## config.mk

```make
export PLATFORM = sky130hd
export DESIGN_NAME = resource_release_timer
export DESIGN_NICKNAME = d
export VERILOG_FILES = /design/src/rtl/alloc_pkg.sv /design/src/rtl/release_counter.sv /design/src/rtl/resource_release_timer.sv
export SDC_FILE = /design/constraint.sdc
export NUM_CORES = 1
export LEC_CHECK = 0
export BUFFER_PORTS_ARGS = -buffer_cell sky130_fd_sc_hd__buf_2
export CAP_MARGIN = 10
export CELL_PAD_IN_SITES_DETAIL_PLACEMENT = 1
export CELL_PAD_IN_SITES_GLOBAL_PLACEMENT = 2
export CORE_MARGIN = 4
export CORE_UTILIZATION = 39
export CTS_CLUSTER_DIAMETER = 100
export CTS_CLUSTER_SIZE = 24
export DETAILED_ROUTE_END_ITERATION = 7
export PLACE_DENSITY = 0.91
export SLEW_MARGIN = 10
export SYNTH_ARGS = -nofsm -noshare
export SYNTH_HDL_FRONTEND = slang
export SYNTH_SLANG_ARGS = --single-unit
```

## constraint.sdc

```tcl
create_clock -name clock -period 5.7 [get_ports clock]
set_input_delay 1.14 -clock clock [delete_from_list [all_inputs] [get_ports clock]]
set_output_delay 1.14 -clock clock [all_outputs]
set_load 0.05 [all_outputs]
```

## src/rtl/alloc_pkg.sv

```systemverilog
// Shared allocator/release-timer definitions: sizes, index/latency types and the latency load helper.
package alloc_pkg;

  localparam int NUM_RESOURCES = 16;
  localparam int NUM_ISSUE     = 3;
  localparam int LAT_W         = 4;
  localparam int IDX_W         = $clog2(NUM_RESOURCES);
  localparam int OCC_W         = $clog2(NUM_RESOURCES + 1);

  typedef logic [IDX_W-1:0] res_idx_t;
  typedef logic [LAT_W-1:0] lat_t;

  // A zero latency behaves like one cycle, so the counter loads max(L,1)-1.
  function automatic lat_t lat_load(lat_t lat);
    return (lat == '0) ? '0 : lat_t'(lat - 1'b1);
  endfunction

endpackage

```

## src/rtl/release_counter.sv

```systemverilog
// Single-entry release timer: busy flag plus down-counter, clear pulses when the count hits zero.
module release_counter
  import alloc_pkg::*;
(
  input  logic       clock,
  input  logic       reset,
  input  logic       load,
  input  lat_t       load_val,
  input  logic       flush,
  output logic       clear,
  output logic       busy
);

  logic busy_d, busy_q;
  lat_t cnt_d, cnt_q;

  // NOTE: clear comes purely from flops, so no issue input can reach the allocator combinationally.
  assign clear = busy_q && (cnt_q == '0);
  assign busy  = busy_q;

  // NOTE: defaults first in always_comb; any path that skips an assignment would otherwise infer a latch.
  always_comb begin
    busy_d = busy_q;
    cnt_d  = cnt_q;
    if (flush) begin
      // A squashed entry stays busy one more cycle so its clear returns it to the pool.
      if (busy_q) cnt_d = '0;
    end else if (load) begin
      busy_d = 1'b1;
      cnt_d  = load_val;
    end else if (busy_q) begin
      if (cnt_q == '0) busy_d = 1'b0;
      else             cnt_d  = cnt_q - lat_t'(1);
    end
  end

  // NOTE: synchronous active-high reset; state flops use non-blocking assignments only.
  always_ff @(posedge clock) begin
    if (reset) begin
      busy_q <= 1'b0;
      cnt_q  <= '0;
    end else begin
      busy_q <= busy_d;
      cnt_q  <= cnt_d;
    end
  end

endmodule

```

## src/rtl/resource_release_timer.sv

```systemverilog
// Per-resource release timers with issue-port arbitration, flush and err reporting.
// Optional macro RESOURCE_RELEASE_TIMER_OCCUPANCY_EN enables the registered occupancy count.
module resource_release_timer
  import alloc_pkg::*;
(
  input  logic                                clock,
  input  logic                                reset,
  input  logic [NUM_ISSUE-1:0]                issue_valid,
  input  logic [NUM_ISSUE-1:0][IDX_W-1:0]     issue_idx,
  input  logic [NUM_ISSUE-1:0][LAT_W-1:0]     issue_lat,
  input  logic                                flush,
  input  logic [NUM_RESOURCES-1:0]            flush_mask,
  output logic [NUM_RESOURCES-1:0]            clear,
  output logic [NUM_RESOURCES-1:0]            busy,
  output logic                                err,
  output logic [OCC_W-1:0]                    occupancy
);

  logic [NUM_RESOURCES-1:0]            load;
  logic [NUM_RESOURCES-1:0][LAT_W-1:0] load_val;
  logic [NUM_RESOURCES-1:0]            flush_sel;
  logic                                err_d, err_q;
  logic                                dup, squashed, blocked;

  assign flush_sel = flush ? flush_mask : '0;

  // Lower-numbered ports win index collisions; flushed targets drop the issue without err.
  always_comb begin
    load     = '0;
    load_val = '0;
    err_d    = 1'b0;
    dup      = 1'b0;
    squashed = 1'b0;
    blocked  = 1'b0;
    for (int p = 0; p < NUM_ISSUE; p++) begin
      dup = 1'b0;
      for (int q = 0; q < p; q++) begin
        if (issue_valid[q] && (issue_idx[q] == issue_idx[p])) dup = 1'b1;
      end
      squashed = flush_sel[issue_idx[p]];
      blocked  = busy[issue_idx[p]] && !clear[issue_idx[p]];
      if (issue_valid[p] && !squashed) begin
        if (dup || blocked) begin
          err_d = 1'b1;
        end else begin
          load[issue_idx[p]]     = 1'b1;
          load_val[issue_idx[p]] = lat_load(issue_lat[p]);
        end
      end
    end
  end

  for (genvar e = 0; e < NUM_RESOURCES; e++) begin : g_entry
    release_counter u_counter (
      .clock    (clock),
      .reset    (reset),
      .load     (load[e]),
      .load_val (load_val[e]),
      .flush    (flush_sel[e]),
      .clear    (clear[e]),
      .busy     (busy[e])
    );
  end

  always_ff @(posedge clock) begin
    if (reset) err_q <= 1'b0;
    else       err_q <= err_d;
  end

  assign err = err_q;

`ifdef RESOURCE_RELEASE_TIMER_OCCUPANCY_EN
  logic [NUM_RESOURCES-1:0] busy_next;
  logic [OCC_W-1:0]         occupancy_d, occupancy_q;

  // Counting the next-state busy vector makes the registered count line up with busy.
  assign busy_next = (busy & ~clear) | load | (busy & flush_sel);

  always_comb begin
    occupancy_d = '0;
    for (int e = 0; e < NUM_RESOURCES; e++) begin
      occupancy_d = occupancy_d + OCC_W'(busy_next[e]);
    end
  end

  always_ff @(posedge clock) begin
    if (reset) occupancy_q <= '0;
    else       occupancy_q <= occupancy_d;
  end

  assign occupancy = occupancy_q;
`else
  assign occupancy = '0;
`endif

endmodule

```

After elaboration in Yosys (flattened, before gate mapping)
Cells that the tools add are included.

cells by class
  bitwise logic cells = 3
  reduce and logical (&&, ||, !) cells = 87
  order comparisons = 6
  muxes and demuxes = 185
  equal/unequal tests = 35
  add/subtract/negate cells = 19

operators with widths
  cell                                                                                 number
  64-bit 2-to-1 mux                                                                    6
  4-bit 2-to-1 mux                                                                     86
  64-bit bitwise mux                                                                   2
  16-bit 2-to-1 mux                                                                    7
  4-bit zero test                                                                      19
  4-bit by 1-bit subtractor with 4-bit output, second input constant                   19
  1-bit 2-to-1 mux                                                                     69
  64-bit bitwise AND                                                                   1
  4-bit demux with 4-bit select                                                        3
  3-bit inequality test, second input constant                                         16
  3-bit AND reduction                                                                  16
  1-bit binary-select mux with 4-bit select                                            9
  2-bit by 1-bit inequality test with 1-bit output, second input constant              16
  16-bit OR                                                                            2
  2-bit nonzero test                                                                   16
  1-bit logical AND                                                                    28
  4-bit by 5-bit < comparator with 1-bit output, second input constant                 3
  1-bit demux with 4-bit select                                                        3
  4-bit equality test                                                                  3
  4-bit by 1-bit greater-or-equal comparator with 1-bit output, second input constant  3
  1-bit zero test                                                                      6
  1-bit logical OR                                                                     2

storage, ports and cells
  logic and storage cells = 368
  flip-flop bits (word level) = 81
  input bits = 46
  output and inout bits = 38

Logic depth before layout (Yosys ltp)
Gate-level depths: netlist of run 1.

  word-level depth = 16
  mapped depth = 14
  depth with buffers taken out = 11

Cells and area by module
From an unflattened synthesis of run 1, not the netlist that was laid out.

unflattened totals
  cell total of the unflattened synthesis = 1225
  area, all modules = 9494.1 um2

by module, submodules not included
  module                  area an instance (um2)  instances  cells each  seq. area each (um2)
  release_counter         325.3                   16         38          100.1
  resource_release_timer  4289.1                  1          617         20.0

Worst setup path before layout of run 1
No wires, ideal clock.

  path type = input port to flip-flop
  start point = input port issue_idx[8] (netlist bit)
  end point = register g_entry[1].u_counter.cnt_q[2]
  path buffers = 2
  stages = 9
  slack = 2.055 ns
  data arrival time = 3.528 ns
  setup time = 0.117 ns
  cells stage by stage = buf_4 buf_2 mux2i_1 o22ai_1 or4_1 o2111ai_1 o221a_2 o21ai_0 a32o_1

between the ends
  word-level cells in the longest chain between the ends = 9

ends and longest elaborated chain
  what                                                                                         line                                                        text
  from (decl)                                                                                  resource_release_timer.sv:9                                 input logic [NUM_ISSUE-1:0][IDX_W-1:0] issue_idx,
  4-bit by 5-bit < comparator with 1-bit output (not written as such) (tied with other cells)  resource_release_timer.sv:46, resource_release_timer.sv:47
  1-bit logical AND (not written as such) (tied with other cells)                              resource_release_timer.sv:46, resource_release_timer.sv:47
  1-bit 2-to-1 mux (not written as such) (tied with other cells)                               resource_release_timer.sv:46                                load[issue_idx[p]] = 1'b1;
  1-bit demux with 4-bit select (tied with other cells)                                        resource_release_timer.sv:46
  16-bit OR (no source line) (tied with other cells)                                           n/a
  16-bit 2-to-1 mux or 64-bit 2-to-1 mux (tied branches)                                       resource_release_timer.sv:43                                if (dup || blocked) begin
  16-bit 2-to-1 mux or 64-bit 2-to-1 mux (tied branches)                                       resource_release_timer.sv:42                                if (issue_valid[p] && !squashed) begin
  3-bit inequality test (no source line) (tied with other cells)                               n/a
  3-bit AND reduction (no source line) or 4-bit 2-to-1 mux (tied branches)                     n/a
  to (signal assigned)                                                                         release_counter.sv:44                                       cnt_q <= cnt_d;
  to (decl)                                                                                    release_counter.sv:15                                       lat_t cnt_d, cnt_q;

Parallel ways exist; a longest one is shown, timed or not. The select of a mux whose other input is x is not followed.
A chain may end at the register's enable or synchronous reset.

Final worst setup path of run 1
  start point = input port issue_idx[9] (netlist bit)
  end point = register g_entry[9].u_counter.cnt_q[2]

between the ends
  word-level cells in the longest chain between the ends = 9

ends and longest elaborated chain
  what                                                                                         line
  4-bit by 5-bit < comparator with 1-bit output (not written as such) (tied with other cells)  resource_release_timer.sv:46, resource_release_timer.sv:47
  1-bit logical AND (not written as such) (tied with other cells)                              resource_release_timer.sv:46, resource_release_timer.sv:47
  1-bit 2-to-1 mux (not written as such) (tied with other cells)                               resource_release_timer.sv:46
  1-bit demux with 4-bit select (tied with other cells)                                        resource_release_timer.sv:46
  16-bit OR (no source line) (tied with other cells)                                           n/a
  16-bit 2-to-1 mux or 64-bit 2-to-1 mux (tied branches)                                       resource_release_timer.sv:43
  16-bit 2-to-1 mux or 64-bit 2-to-1 mux (tied branches)                                       resource_release_timer.sv:42
  3-bit inequality test (no source line) (tied with other cells)                               n/a
  3-bit AND reduction (no source line) or 4-bit 2-to-1 mux (tied branches)                     n/a
  to (signal assigned)                                                                         release_counter.sv:44
  to (decl)                                                                                    release_counter.sv:15

Parallel ways exist; a longest one is shown, timed or not. The select of a mux whose other input is x is not followed.

==> results of run 1 <==
==> flip-flops by register name, indices dropped and copies added (netlist names) <==
name and cells:
g_entry.u_counter.cnt_q 64, g_entry.u_counter.busy 16, err 1
==> metal layers <==
layer,vias to the layer above,share of wire
met1,4704,0.42
met4,0,0.057
met2,568,0.42
li1,4218,-
met5,-,0
met3,147,0.10
==> synth_stat cells, types with 5 or more instances <==
master	number
a22oi_1	28
a32oi_1	6
a31oi_1	17
buf_4	45
ha_1	22
a21boi_0	7
a22o_1	16
a32o_1	17
o21ai_0	53
nor2_1	103
o2111ai_1	5
or3b_1	6
nand3_1	30
o22ai_1	7
clkbuf_1	25
a21oi_1	56
mux2i_1	21
a221oi_1	13
a211oi_1	9
nand3b_1	9
and4bb_2	15
or2_2	8
o2bb2ai_1	5
xnor2_1	16
xor2_1	10
a21o_1	9
nor2b_1	20
and2_1	21
a211oi_2	5
o221ai_1	15
and3_1	12
o31ai_1	12
inv_1	61
nand2b_1	17
o211ai_1	18
mux4_2	19
nand2_1	112
buf_2	17
nor3_1	38
o32ai_1	10
dfxtp_1	81
nor3b_1	8
==> cell type report <==
| class | count | area (µm²) | share of cell area |
|---|---|---|---|
| multi-input combinational | 885 | 6150 | 0.667 |
| sequential | 81 | 1620 | 0.176 |
| timing repair buffer | 98 | 543 | 0.0589 |
| tap | 275 | 344 | 0.0373 |
| clock buffer | 11 | 253 | 0.0274 |
| inverter | 61 | 229 | 0.0249 |
| clock inverter | 5 | 77.6 | 0.00842 |
==> power by group <==
group          leakage, nW  internal [mW]  switching [mW]
registers            0.658          0.600          0.0402
logic                 2.66          0.203           0.410
clock network        0.162          0.407           0.270
==> metrics by stage <==
stage,power [mW],utilization
final,1.93,0.434
after global placement,1.23,0.419
after detailed placement,1.24,0.419
after CTS,1.91,0.434
after floorplan,1.05,-
after global routing,2.00,0.434
==> worst paths after layout <==
kind | end | startpoint | cells past startpoint | slack [ns]
worst max-delay path | g_entry[9].u_counter.cnt_q[2] | issue_idx[9] | 11 | 1.18
worst min-delay path | g_entry[1].u_counter.cnt_q[1] | g_entry[1].u_counter.cnt_q[1] | 2 | 0.48
worst max register to register | g_entry[1].u_counter.cnt_q[2] | g_entry[14].u_counter.cnt_q[0] | 11 | 1.94
worst min register to register | g_entry[1].u_counter.cnt_q[1] | g_entry[1].u_counter.cnt_q[1] | 2 | 0.48
==> worst min-delay path: stages, from the launching register on <==
cell	delay [ns]
dfxtp_1	0.33
nand2_1	0.06
a21oi_1	0.05
==> kinds of logic after synthesis <==
kind of cell	Yosys count
and+or+nand+nor	431
AOI/OAI and AO/OA	358
buffers and inverters	152
DFF	81
muxes	43
xor gates and xnor gates	26
adders and majority gates	22
other	1
==> run_results.csv, run 1 <==
group,metric,value,unit
yosys,ys.flop_type,"dfxtp_1",
clock_network,cts.repair.resized,0,
worst_setup_path,slowest_delay,0.78,ns
yosys,synth_warnings,0,
sta,relSlewSlack,0.313,
yosys,synth_compound_area_frac,0.311,
yosys,syn_inst,1114,
layout,nFillCells,2673,
sta,rsz0062_at_grt,"no",
clock_network,cts_max_path_buffers,2,
worst_setup_path,cp-start-kind,"input port",
layout,fin_nets,1204,
pwr,p_per_area,210,nW/µm²
placed_design,dp_hpwl,28800,µm
global_route,top_usage_layer,"met2",
global_route,grt_usage,0.307,
yosys,yosysTopAreaCell,"dfxtp_1",
sta,period_share,0.793,
sta,hold_violations,0,
yosys,synthTopCellsByArea,"dfxtp_1 (19%), mux4_2 (5.0%), nand2_1 (4.9%)",
worst_setup_path,path_class,"in2reg",
clock_network,cts_root_buffer,"clkbuf_16",
layout,drive_gt1_frac,0.163,
die,start_util,0.401,
die,die_x,156,µm
sta,slew_violations,0,
yosys,ys_ff_latch,81,
yosys,synth-edff-count,0,
yosys,synthXorXnorAreaFrac,0.0267,
global_route,grt_max_degree,59,
clock_network,clkSlewWorstSetupHoldPaths,0.07,ns
placed_design,dp_worst_setup_slack,0.981,ns
sta,fin_hold_ws,0.482,ns
worst_setup_path,critPathCaptureType,"flip-flop",
global_route,grt_util_met2,0.456,
die,core_area,21200,µm²
drt,ant_nets,0,
layout,layout_commonest_cell,"nand2_1",
clock_network,cts.sinks,81,
placed_design,dp_cells,1400,
drt,totalWireLength,38200,µm
yosys,muxShareOfSynthArea,0.0789,
sta,fin_setup_tns,0,ns
clock_network,holdBufCountCts,0,
clock_network,post_cts_buffers,0,
layout,final_cells,1416,
layout,diodes,0,
clock_network,numCtsBuffers,9,
worst_setup_path,crit_arrival,4.78,ns
layout,layout_common_cells,"nand2_1 (112), nor2_1 (103), dfxtp_1 (81), buf_2 (77), inv_1 (61)",
sta,skew,0.00873,ns
layout,area_growth,8.18,%
drt,vias_per_cell,6.81,
yosys,yosysSeqAreaShare,0.190,
placed_design,io_buffers,78,
pwr,vdd_drop_max,128,µV
global_route,grt_pass1_wl,57500,µm
yosys,synth_top_family_by_area,"compound AO/OA/AOI/OAI gates",
sta,worst_pin_slew,1.02,ns
global_route,overflow,0,
worst_setup_path,crit_family,"simple AND/OR/NAND/NOR gates",
die,rows,53,
worst_hold_path,hold_path_class,"reg2reg",
sta,max_freq,221,MHz
drt,routedWlPerCell,27.0,µm
clock_network,worstSkewPairLatency,0.36,ns
die,ios,84,
yosys,synth_fa_ha_area_frac,0.0323,
global_route,antenna_found_initial,1,
global_route,grt_util_met3,0.0718,
yosys,synthSimpleGateAreaFrac,0.270,
placed_design,place_area,8880,µm²
die,die_area,24300,µm²
drt,drt_iter0_drc,1080,
die,die-height,156,µm
sta,setup_violations,0,
pwr,leakage,3.48,nW
worst_setup_path,cp.buffers_inverters,2,
clock_network,cts_tree,"done",
yosys,async_flop_share,0,
placed_design,place_congestion,1.08,
worst_setup_path,cp_cell_sequence,"buf_2 > nor2b_1 > a22oi_1 > a21boi_0 > nor4_4 > a211oi_2 > buf_4 > nand2_1 > and2_1 > and3_1 > a22o_1",
worst_setup_path,critPathRequiredTime,5.96,ns
drt,drt_pre_antenna_iters,8,
yosys,syn_area,8520,µm²
sta,period_needed,4.52,ns
sta,layout_setup_ws,1.18,ns
yosys,syn_avg_cell_area,7.65,µm²
worst_setup_path,cp_slowest_cell,"nor2b_1",
drt,vias,9637,
run,drv_cap,0,
drt,post-route-drc-count,0,
yosys,synth_top_area_frac,0.190,
global_route,grt_pass1_vias,9496,
global_route,use_met1,0.418,
yosys,netlist-cell-type-count,88,
layout,design_area,9210,µm²
worst_setup_path,path_max_fanout,18,
clock_network,htree_levels,3,
outcome,status,"completed",
Power figures use the tool's default switching activity.
==> inputs of run 2 (changes only) <==
CORE_UTILIZATION = 36   (was 39)
PLACE_DENSITY = 0.85   (was 0.91)
clock period = 4.7 ns   (was 5.7 ns; I/O delays follow)
==> run 2 against run 1 <==
  * Die area rose by 7.9%
  * Critical path type unchanged
  * Sequential share of layout area down 0.51 points
  * Design area grew 3.0%
  * Core utilization fell by 2.9 points
  * Wire length rose by 5.8%
  * Global-route usage down 0.67 points
  * Clock power up 13%
  * Combinational power increased by 28%
  * Setup slack got worse by 0.64 ns
  * Sequential power is 21% higher
  * Non-clock buffer count increased by 33
  * Cell count grew 5.4%
==> run_results.csv, run 2 (same netlist as run 1, synthesis figures left out) <==
group,metric,value,unit
clock_network,worstSkewPairLatency,0.36,ns
sta,fin_setup_tns,0,ns
drt,vias,9795,
worst_setup_path,r2r_cells,11,
layout,regMostFlops,"g_entry.u_counter.cnt_q",
clock_network,holdBufCountCts,0,
worst_setup_path,rr_endpoint,"g_entry[6].u_counter.cnt_q[2]",
clock_network,htree_levels,3,
drt,drt_iter0_drc,1344,
drt,ant_nets,0,
layout,area_growth,11.4,%
global_route,antenna_found_initial,1,
sta,period_needed,4.16,ns
sta,setup_violations,0,
drt,drt_pre_antenna_iters,7,
die,die-height,162,µm
worst_setup_path,crit_path_start,"issue_idx[1]",
sta,relSlewSlack,0.275,
worst_hold_path,hold_path_class,"reg2reg",
worst_setup_path,critPathRequiredTime,4.95,ns
clock_network,clkSlewWorstSetupHoldPaths,0.07,ns
worst_setup_path,r2r-start,"g_entry[14].u_counter.cnt_q[0]",
layout,final_cells,1493,
worst_setup_path,path_max_fanout,28,
placed_design,dp_cells,1477,
layout,fin_nets,1237,
clock_network,cts.sinks,81,
die,start_util,0.364,
die,die_area,26200,µm²
layout,layout_common_cells,"nand2_1 (112), nor2_1 (103), dfxtp_1 (81), buf_2 (77), inv_1 (61)",
global_route,grt_usage,0.300,
pwr,p_per_area,245,nW/µm²
outcome,status,"completed",
placed_design,io_buffers,78,
placed_design,dp_worst_setup_slack,0.361,ns
global_route,grt_pass1_wl,60500,µm
clock_network,cts_tree,"done",
worst_hold_path,hold_start,"g_entry[1].u_counter.cnt_q[1]",
sta,period_share,0.885,
global_route,grt_max_degree,56,
pwr,power,2.33,mW
worst_setup_path,crit_arrival,4.41,ns
die,die_x,162,µm
sta,worst_pin_slew,1.08,ns
worst_setup_path,cp-start-kind,"input port",
layout,largest_reg_flops,64,
die,ios,84,
layout,seq_area,1620,µm²
clock_network,cts_root_buffer,"clkbuf_16",
run,drv_cap,0,
worst_setup_path,path_class,"in2reg",
layout,layout_commonest_cell,"nand2_1",
layout,diodes,0,
drt,vias_per_cell,6.56,
clock_network,numCtsBuffers,9,
sta,skew,0.0125,ns
worst_hold_path,holdPathStages,2,
worst_setup_path,critPathCaptureType,"flip-flop",
sta,layout_setup_ws,0.540,ns
layout,drive_gt1_frac,0.187,
sta,slew_violations,0,
clock_network,cts.repair.resized,0,
layout,multi_input_area,6150,µm²
die,core_area,23400,µm²
worst_hold_path,hold_end,"g_entry[1].u_counter.cnt_q[1]",
pwr,vdd_drop_max,163,µV
pwr,leakage,3.62,nW
sta,rsz0062_at_grt,"no",
clock_network,cts_max_path_buffers,2,
clock_network,post_cts_buffers,0,
drt,totalWireLength,40400,µm
global_route,grt_pass1_vias,9630,
worst_setup_path,regToRegSetupSlack,1.14,ns
die,rows,56,
placed_design,place_congestion,1.08,
drt,post-route-drc-count,0,
placed_design,dp_hpwl,31400,µm
sta,hold_violations,0,
drt,routedWlPerCell,27.1,µm
sta,fin_hold_ws,0.483,ns
global_route,overflow,0,
sta,max_freq,240,MHz
layout,nFillCells,2979,
run 2: cell count changes in the layout (fill, tap and decap cells not counted), sizes merged:
| cell | before | now |
|---|---|---|
| buf | 98 | 131 |
| clkinvlp | 1 | 4 |
| clkbuf | 11 | 9 |
| clkinv | 2 | 0 |
| inv | 61 | 63 |
| bufinv | 2 | 1 |
run 2: how the worst max path moves through the flow:
stage,to,slack (ns)
2_1_floorplan,g_entry[1].u_counter.cnt_q[2],1.26
3_3_place_gp,g_entry[10].u_counter.cnt_q[2],0.32
3_5_place_dp,g_entry[10].u_counter.cnt_q[2],0.36
4_1_cts,g_entry[10].u_counter.cnt_q[2],0.72
5_1_grt,g_entry[10].u_counter.cnt_q[2],0.53
6_report,g_entry[10].u_counter.cnt_q[2],0.54
run 2: per-layer routing:
metal  routed length (µm)  up-vias  global-route usage
met3                 4220      138              0.0688
met1                17100     4829               0.410
met5                    0        -                   0
met4                 2040        0               0.138
met2                17100      547               0.451
li1                     -     4281                   -
run 2: where the power goes:
part / switching, mW / total (mW) / internal [mW]
sequential: 0.0489 / 0.777 / 0.728
clock: 0.347 / 0.763 / 0.416
combinational: 0.518 / 0.786 / 0.268
run 2: critical path: stages:
cell      delay (ns)
buf_2           0.61
nor4bb_1        0.68
a22oi_1         0.21
and3_1          0.20
and3_1          0.20
a21oi_2         0.36
nand2_1         0.37
o221ai_1        0.42
o21ai_0         0.13
a32o_1          0.26
run 2: stage by stage:
stage | instance area [µm²] | utilization
5_1_grt | 9490 | 0.405
6_report | 9490 | 0.405
4_1_cts | 9490 | 0.405
3_5_place_dp | 9190 | 0.393
3_3_place_gp | 9190 | 0.393
2_1_floorplan | 8530 | -
run 2: area by class of cell:
type / count / area share
clock buffer: 9 / 0.0237
clock inverter: 7 / 0.00818
inverter: 61 / 0.0241
multi-input combinational: 885 / 0.648
sequential: 81 / 0.171
tap: 319 / 0.0421
timing repair buffer: 131 / 0.0833
==> inputs of run 3 (changes only) <==
--- a/config.mk
+++ b/config.mk
@@ -10,5 +10,5 @@
 export CELL_PAD_IN_SITES_DETAIL_PLACEMENT = 1
 export CELL_PAD_IN_SITES_GLOBAL_PLACEMENT = 2
-export CORE_MARGIN = 4
+export CORE_MARGIN = 1.5
 export CORE_UTILIZATION = 36
 export CTS_CLUSTER_DIAMETER = 100
==> constraint.sdc (replaced) <==
create_clock -name clock -period 4.7 [get_ports clock]
set_input_delay 0.47 -clock clock [delete_from_list [all_inputs] [get_ports clock]]
set_output_delay 0.47 -clock clock [all_outputs]
set_load 0.05 [all_outputs]
==> run 3 against run 2 <==
  * Critical path depth is the same
  * Highest routed layer is now met5
  * Largest power group is now clock
  * Clock skew decreased by 0.0013 ns
  * Critical path type is now reg2reg
  * Cell count down 2.0%
==> run_results.csv, run 3 (same netlist as run 1, synthesis figures left out) <==
group,metric,value,unit
outcome,status,"completed",
layout,area_growth,8.81,%
layout,final_util,0.397,
clock_network,cts_root_buffer,"clkbuf_16",
drt,totalWireLength,38700,µm
worst_setup_path,path_class,"reg2reg",
sta,skew,0.0112,ns
drt,ant_nets,0,
sta,relSlewSlack,0.361,
layout,multi_input_area,6150,µm²
clock_network,clkSlewWorstSetupHoldPaths,0.07,ns
worst_setup_path,r2r_cells,10,
worst_setup_path,cp_cell_sequence,"inv_1 > ha_1 > and4bb_1 > a32o_1 > a221o_1 > a311o_1 > o211a_1 > and2_0 > a2111oi_0 > o2bb2ai_1",
sta,worst_pin_slew,0.953,ns
worst_setup_path,cp.buffers_inverters,1,
run,drv_cap,0,
placed_design,io_buffers,78,
drt,vias_per_cell,6.53,
sta,max_freq,266,MHz
global_route,grt_max_degree,60,
drt,post-route-drc-count,0,
clock_network,htree_levels,3,
drt,routedWlPerCell,26.5,µm
worst_setup_path,critPathCaptureType,"flip-flop",
global_route,grt_pass1_vias,9316,
layout,seq_area,1620,µm²
placed_design,place_congestion,1.05,
worst_setup_path,cp_slowest_cell,"a2111oi_0",
die,start_util,0.365,
worst_setup_path,path_max_fanout,8,
pwr,p_per_area,249,nW/µm²
die,die-height,157,µm
clock_network,numCtsBuffers,9,
clock_network,worstSkewPairLatency,0.37,ns
drt,routed.top_layer,"met5",
die,rows,56,
layout,layout_common_cells,"nand2_1 (112), nor2_1 (103), dfxtp_1 (81), buf_2 (77), inv_1 (61)",
sta,fin_hold_ws,0.475,ns
worst_hold_path,holdPathStages,2,
pwr,vdd_drop_max,164,µV
pwr,power,2.31,mW
sta,rsz0062_at_grt,"no",
worst_hold_path,hold_path_class,"reg2reg",
worst_setup_path,slowest_delay,0.72,ns
clock_network,cts.repair.resized,0,
drt,drt_iter0_drc,1083,
drt,met3_length,3470,µm
clock_network,cts.sinks,81,
sta,period_needed,3.75,ns
layout,design_area,9270,µm²
drt,wl_met2,16600,µm
layout,largest_reg_flops,64,
die,ios,84,
drt,wl_met1,16800,µm
worst_setup_path,cp.depth,10,
placed_design,dp_hpwl,29400,µm
worst_setup_path,crit_arrival,4.04,ns
sta,hold_violations,0,
die,die_x,157,µm
clock_network,holdBufCountCts,0,
drt,drt_pre_antenna_iters,5,
layout,drive_gt1_frac,0.164,
clock_network,cts_max_path_buffers,2,
global_route,overflow,0,
global_route,grt_usage,0.316,
global_route,grt_pass1_wl,57800,µm
worst_setup_path,cp-start-kind,"flip-flop",
layout,regMostFlops,"g_entry.u_counter.cnt_q",
layout,fin_nets,1206,
pwr,leakage,3.48,nW
sta,setup_violations,0,
sta,slew_violations,0,
placed_design,place_area,8950,µm²
layout,nFillCells,2919,
die,core_area,23300,µm²
clock_network,post_cts_buffers,0,
drt,vias,9547,
sta,period_share,0.798,
clock_network,cts_tree,"done",
global_route,antenna_found_initial,1,
sta,fin_setup_tns,0,ns
layout,layout_commonest_cell,"nand2_1",
worst_setup_path,crit_family,"compound AO/OA/AOI/OAI gates",
die,die_area,24600,µm²
worst_setup_path,critPathRequiredTime,4.99,ns
[run 3: cell types whose count changed in the layout (fill, tap and decap cells not counted), sizes merged]
| cell | change |
|---|---|
| bufinv | +1 |
| buf | -31 |
| inv | -2 |
| diode | +1 |
| clkinvlp | -3 |
| clkinv | +3 |
| clkbuf | +1 |
[run 3: power by group]
group          leakage (nW)  switching, mW  internal, mW
Sequential            0.658         0.0494         0.728
Combinational          2.67          0.496         0.248
Clock                 0.152          0.325         0.463
Total                  3.48          0.871          1.44
[run 3: worst min-delay path: cells and delay by family (launching register included)]
family	cells	cell delay, ns
flip-flops	1	0.32
AND/OR/NAND/NOR	1	0.06
AO/OA/AOI/OAI	1	0.05
[run 3: final timing paths]
| path | start | to | slack, ns |
|---|---|---|---|
| setup reg to reg | g_entry[14].u_counter.cnt_q[0] | g_entry[4].u_counter.cnt_q[2] | 0.95 |
| hold reg to reg | g_entry[1].u_counter.cnt_q[1] | g_entry[1].u_counter.cnt_q[1] | 0.47 |
| hold / removal | g_entry[1].u_counter.cnt_q[1] | g_entry[1].u_counter.cnt_q[1] | 0.47 |
| setup / recovery | g_entry[14].u_counter.cnt_q[0] | g_entry[4].u_counter.cnt_q[2] | 0.95 |
[run 3: area by class of cell]
| type | instances | share of cell area |
|---|---|---|
| inverters | 61 | 0.0247 |
| diodes | 1 | 0.000270 |
| clock buffers | 10 | 0.0247 |
| flip-flops and latches | 81 | 0.175 |
| clock inverters | 6 | 0.00891 |
| repair buffers | 100 | 0.0602 |
| well taps | 319 | 0.0431 |
| multi-input cells | 885 | 0.663 |
[run 3: metrics by stage]
| step | std cells | setup slack (ns) |
|---|---|---|
| finish | 1463 | 0.947 |
| global route | 1462 | 0.834 |
| CTS | 1462 | 1.06 |
| detailed placement | 1446 | 0.787 |
| global placement | 1446 | 0.824 |
| floorplan | 1118 | 1.73 |
[run 3: metal layers]
layer  global-route usage  up-vias
li1                     -     4210
met4                0.150        2
met2                0.469      470
met1                0.432     4758
met3               0.0687      107
met5               0.0166        -
